--- src/rtl/video_out_mixer.sv ---
// Final pixel stage: delays per-pixel control to match the 2-cycle CLUT read, then applies
// blanking, sprite bypass, HAM and EHB, and registers the 12-bit RGB with a valid strobe.
module video_out_mixer #(
    parameter bit HAM_ENABLE = 1'b1
) (
    input  logic        clk,
    input  logic        rst_n,
    input  logic        pix_rd,
    input  logic [5:0]  pix_bits,
    input  logic        spr_sel,
    input  logic        ham_en,
    input  logic        ehb_en,
    input  logic        blank,
    input  logic [11:0] clut_rgb,
    output logic [11:0] rgb_out,
    output logic        rgb_vld
);

    typedef struct packed {
        logic [5:0] bits;
        logic       spr;
        logic       ham;
        logic       ehb;
        logic       blank;
    } ctl_t;

    ctl_t        ctl0_q, ctl0_d;
    ctl_t        ctl1_q;
    logic        vld0_q, vld1_q;
    logic [11:0] hold_q, hold_d;
    logic [11:0] rgb_q, rgb_d;
    logic        vld_q;
    logic        ham_act;

    always_comb begin
        ctl0_d = ctl0_q;
        if (pix_rd) begin
            ctl0_d = '{bits: pix_bits, spr: spr_sel, ham: ham_en, ehb: ehb_en, blank: blank};
        end
    end

    assign ham_act = HAM_ENABLE && ctl1_q.ham;

    // Priority: blank > sprite > HAM > EHB > plain CLUT colour.
    always_comb begin
        rgb_d  = clut_rgb;
        hold_d = hold_q;
        if (ctl1_q.blank) begin
            rgb_d  = 12'h000;
            hold_d = clut_rgb;
        end else if (ctl1_q.spr) begin
            rgb_d = clut_rgb;
        end else if (ham_act) begin
            unique case (ctl1_q.bits[5:4])
                2'b00: rgb_d = clut_rgb;
                2'b01: rgb_d = {hold_q[11:4], ctl1_q.bits[3:0]};
                2'b10: rgb_d = {ctl1_q.bits[3:0], hold_q[7:0]};
                2'b11: rgb_d = {hold_q[11:8], ctl1_q.bits[3:0], hold_q[3:0]};
                default: rgb_d = clut_rgb;
            endcase
            hold_d = rgb_d;
        end else if (ctl1_q.ehb && ctl1_q.bits[5]) begin
            rgb_d  = {1'b0, clut_rgb[11:9], 1'b0, clut_rgb[7:5], 1'b0, clut_rgb[3:1]};
            hold_d = rgb_d;
        end else begin
            hold_d = rgb_d;
        end
        if (!vld1_q) begin
            rgb_d  = rgb_q;
            hold_d = hold_q;
        end
    end

    always_ff @(posedge clk or negedge rst_n) begin
        if (!rst_n) begin
            ctl0_q <= '0;
            ctl1_q <= '0;
            vld0_q <= 1'b0;
            vld1_q <= 1'b0;
            hold_q <= 12'h000;
            rgb_q  <= 12'h000;
            vld_q  <= 1'b0;
        end else begin
            ctl0_q <= ctl0_d;
            ctl1_q <= ctl0_q;
            vld0_q <= pix_rd;
            vld1_q <= vld0_q;
            hold_q <= hold_d;
            rgb_q  <= rgb_d;
            vld_q  <= vld1_q;
        end
    end

    assign rgb_out = rgb_q;
    assign rgb_vld = vld_q;

endmodule

--- config.mk ---
export PLATFORM = sky130hd
export DESIGN_NAME = video_out_mixer
export DESIGN_NICKNAME = d
export VERILOG_FILES = /design/src/rtl/video_out_mixer.sv
export SDC_FILE = /design/constraint.sdc
export NUM_CORES = 1
export LEC_CHECK = 0
export CAP_MARGIN = 10
export CORE_MARGIN = 8
export CORE_UTILIZATION = 40
export CTS_CLUSTER_SIZE = 28
export DETAILED_ROUTE_END_ITERATION = 10
export GPL_TIMING_DRIVEN = 0
export PLACE_DENSITY = 0.76
export SYNTH_ARGS = -nofsm -noshare
export SYNTH_HDL_FRONTEND = slang
export SYNTH_SLANG_ARGS = --single-unit
--- constraint.sdc ---
create_clock -name clk -period 1.7 [get_ports clk]
set_clock_uncertainty 0.2 [all_clocks]
set_input_delay 0.34 -clock clk [delete_from_list [all_inputs] [get_ports clk]]
set_output_delay 0.34 -clock clk [all_outputs]
set_load 0.01 [all_outputs]
==> metrics.md <==
| Metric | Value |
|---|---|
| CTS max path bufs | 2 |
| Initial antenna violation count | 0 |
| Worst hold path type | reg -> reg |
| Most frequent cells in the layout | 42 x dfrtp_1, 23 x clkdlybuf4s50_1, 18 x mux2_2 |
| Htree depth | 2 |
| First-pass GRT wire length | 9000 um |
| Largest stage delay on the critical path | 0.53 ns |
| Commonest non-fill, non-tap cell in the layout | dfrtp_1 |
| Num CTS Buffers | 5 |
| Clk sink count | 47 |
| Post-route clock period utilization | 0.992 |
| Cell Area, Synth | 0.00230 mm2 |
| VDD IR max | 0.553 mV |
| Area grow syn2layout | 30.9% |
| Vias per std cell | 5.50 |
| Initial Util | 0.416 |
| Layout cells sized above 1 | 0.276 |
| GPL Wtd Cong | 0.885 |
| Synth unique cells | 38 |
| # setup viols final | 0 |
| Core area | 0.00554 mm2 |
| CP startpoint kind | flip-flop |
| Min Tclk post-route | 1.69 ns |
| Critical path required time | 1.73 ns |
| Routed WL | 5460 um |
| Worst-path maximum fanout | 6 |
| Setup TNS Final | 0 ns |
| Crit-path leading delay family | simple AND/OR/NAND/NOR gates |
| Largest net degree at the start of global routing | 31 |
| Antenna viol nets, final | 0 |
| Cell row count | 27 |
| Dpl cells | 316 |
| IO Pins | 38 |
| Die X | 91.9 um |
| Status | finished, final reports clean |
| CTS tree | built |
| Design Power | 2.90 mW |
| Worst Setup End Kind | flip-flop |
| Slew @ Worst Pin | 0.495 ns |
| Seq cells post-synth | 47 |
| Root Buffer | clkbuf_8 |
| Pwr Density | 962 mW/mm2 |
| YS warnings | 0 |
| Cell count after synthesis | 206 |
| Antenna Cells | 0 |
| Critical path's slowest cell | or4_4 |
| Crit path top cell by count | buf_6 |
| Number of synthesized flops with an enable pin | 0 |
| CP arrival | 1.72 ns |
| Non-filler cells, final | 329 |
| Port bufs | 37 |
| Fin. Hold Viols | 0 |
| Die ar. | 0.00844 mm2 |
| Final routed DRC violation total | 0 |
| Main synth FF type | dfrtp_1 |
| Seq/Total Area, Yosys | 0.511 |
| Vias in the first global route | 1865 |
| Vias | 1811 |
| Nets | 282 |
| Critical path, cell by cell | buf_6 > buf_6 > nor3_2 > or4_4 > a21oi_2 |
| Worst Path Class, Setup | reg -> reg |
| Die height | 91.9 um |
| Final slew viol count | 0 |
| GRT Overall Usage | 0.130 |
| Clock Latency Late Sink | 0.30 ns |
| Worst-path clk slew | 0.09 ns |
| DRT Pass-1 Iters | 4 |
| Slew headroom | 0.670 |
| P_leak | 1.28 nW |
| Syn avg cell area | 11.2 um2 |
| Max Clk Rate | 593 MHz |
| Initial drt markers | 155 |
| CP Buf/Inv Count | 2 |
| Maxcap violations | 0 |
| Total congestion overflow | 0 |
| RSZ-0062 raised after global routing | true |
| FFs w/ async S/R, synth | 1.00 |
| Syn nets | 231 |
| Dpl hpwl | 3860 um |
| DR WL/cell | 16.6 um |
-- path summary, 6_finish.rpt --
| path | startpoint | end | slack (ns) | cells after the start |
|---|---|---|---|---|
| min in group asynchronous | rst_n | ctl0_q[0]$_DFFE_PN0P_ | 0.30 | 2 |
| worst min register to register | vld0_q$_DFF_PN0_ | vld1_q$_DFF_PN0_ | 0.15 | 0 |
| worst max register to register | ctl1_q[8]$_DFF_PN0_ | rgb_out[11]$_DFFE_PN0P_ | 0.01 | 5 |
| max in group asynchronous | rst_n | ham_act$_DFF_PN0_ | 0.50 | 3 |
| worst max-delay path | ctl1_q[8]$_DFF_PN0_ | rgb_out[11]$_DFFE_PN0P_ | 0.01 | 5 |
| worst min-delay path | vld0_q$_DFF_PN0_ | vld1_q$_DFF_PN0_ | 0.15 | 0 |
-- area by class of cell --
| cell class | instances | area [um2] |
|---|---|---|
| sequential | 47 | 1180 |
| multi-input combinational | 143 | 1120 |
| buffer | 13 | 77.6 |
| clock inverter | 2 | 37.5 |
| inverter | 2 | 7.51 |
| fill | 514 | 2530 |
| clock buffer | 5 | 68.8 |
| tap | 72 | 90.1 |
| timing repair buffer | 45 | 428 |
-- metal layers --
metal  part of all wire  track usage  up-vias
met2               0.47        0.193       63
li1                   -            -      861
met5                  0            0        -
met3              0.072       0.0440        4
met1               0.45        0.168      883
met4             0.0068       0.0577        0
-- synthesized netlist by cell type, types with 3 or more instances --
cell type / n / area (um2)
nor2_1: 6 / 22.5
dfrtp_1: 47 / 1180
nor2b_1: 5 / 31.3
a221o_1: 3 / 30.0
nand2b_1: 8 / 50.1
nand3b_1: 3 / 22.5
a21oi_1: 12 / 60.1
o211ai_1: 12 / 90.1
clkbuf_1: 9 / 33.8
mux2_2: 18 / 203
mux2i_1: 8 / 80.1
o21ai_0: 3 / 15.0
a22oi_1: 6 / 45.0
and2_1: 3 / 18.8
nand3_1: 14 / 70.1
a311o_1: 3 / 30.0
nand2_1: 17 / 63.8
-- through the flow --
stage                     cell area, um2   util  setup WS, ns  hold slack [ns]
after floorplan                     2300      -        0.0442           -0.156
after global placement              2760  0.499         -1.12            0.132
after detailed placement            2780  0.501        -0.294            0.106
after CTS                           2890  0.521      0.000435            0.153
after global routing                3010  0.544       -0.0421            0.175
final                               3010  0.544        0.0137            0.152
-- worst register-to-register path, stage by stage (launching register included) --
cell,delay [ns]
dfrtp_2,0.44
buf_6,0.16
buf_6,0.12
nor3_2,0.04
or4_4,0.53
a21oi_2,0.14
-- registers in the layout (all words and copies together), names as in the netlist --
name and cells:
vld0_q 1, ham_act 1, rgb_vld 1, ctl0_q 10
ctl1_q 9, rgb_out 12, hold_q 12, vld1_q 1
-- report_power, final --
part	total [mW]	switching (mW)	leakage [nW]	internal, mW
logic	0.712	0.345	0.665	0.367
clock network	0.790	0.360	0.0502	0.430
registers	1.40	0.119	0.560	1.28
total	2.90	0.824	1.28	2.07
-- kinds of logic after synthesis --
kind of cell	count (synthesis)	share of synthesized area
DFF	47	0.511
AOI/OAI and AO/OA	50	0.168
muxes	28	0.136
and+or+nand+nor	64	0.150
buffers and inverters	17	0.0348
-- what timing repair did --
| action | CTS | global route |
|---|---|---|
| endpoints found under the setup margin | 37 | 23 |
| hold buffers | 1 | 0 |
| setup buffers | 1 | 5 |
| gates resized for setup | 16 | 28 |
| pin swaps | 4 | 6 |
| hold endpoints to repair | 17 | 0 |
| cloned | 0 | 1 |
(Power assumes the default switching activity.)
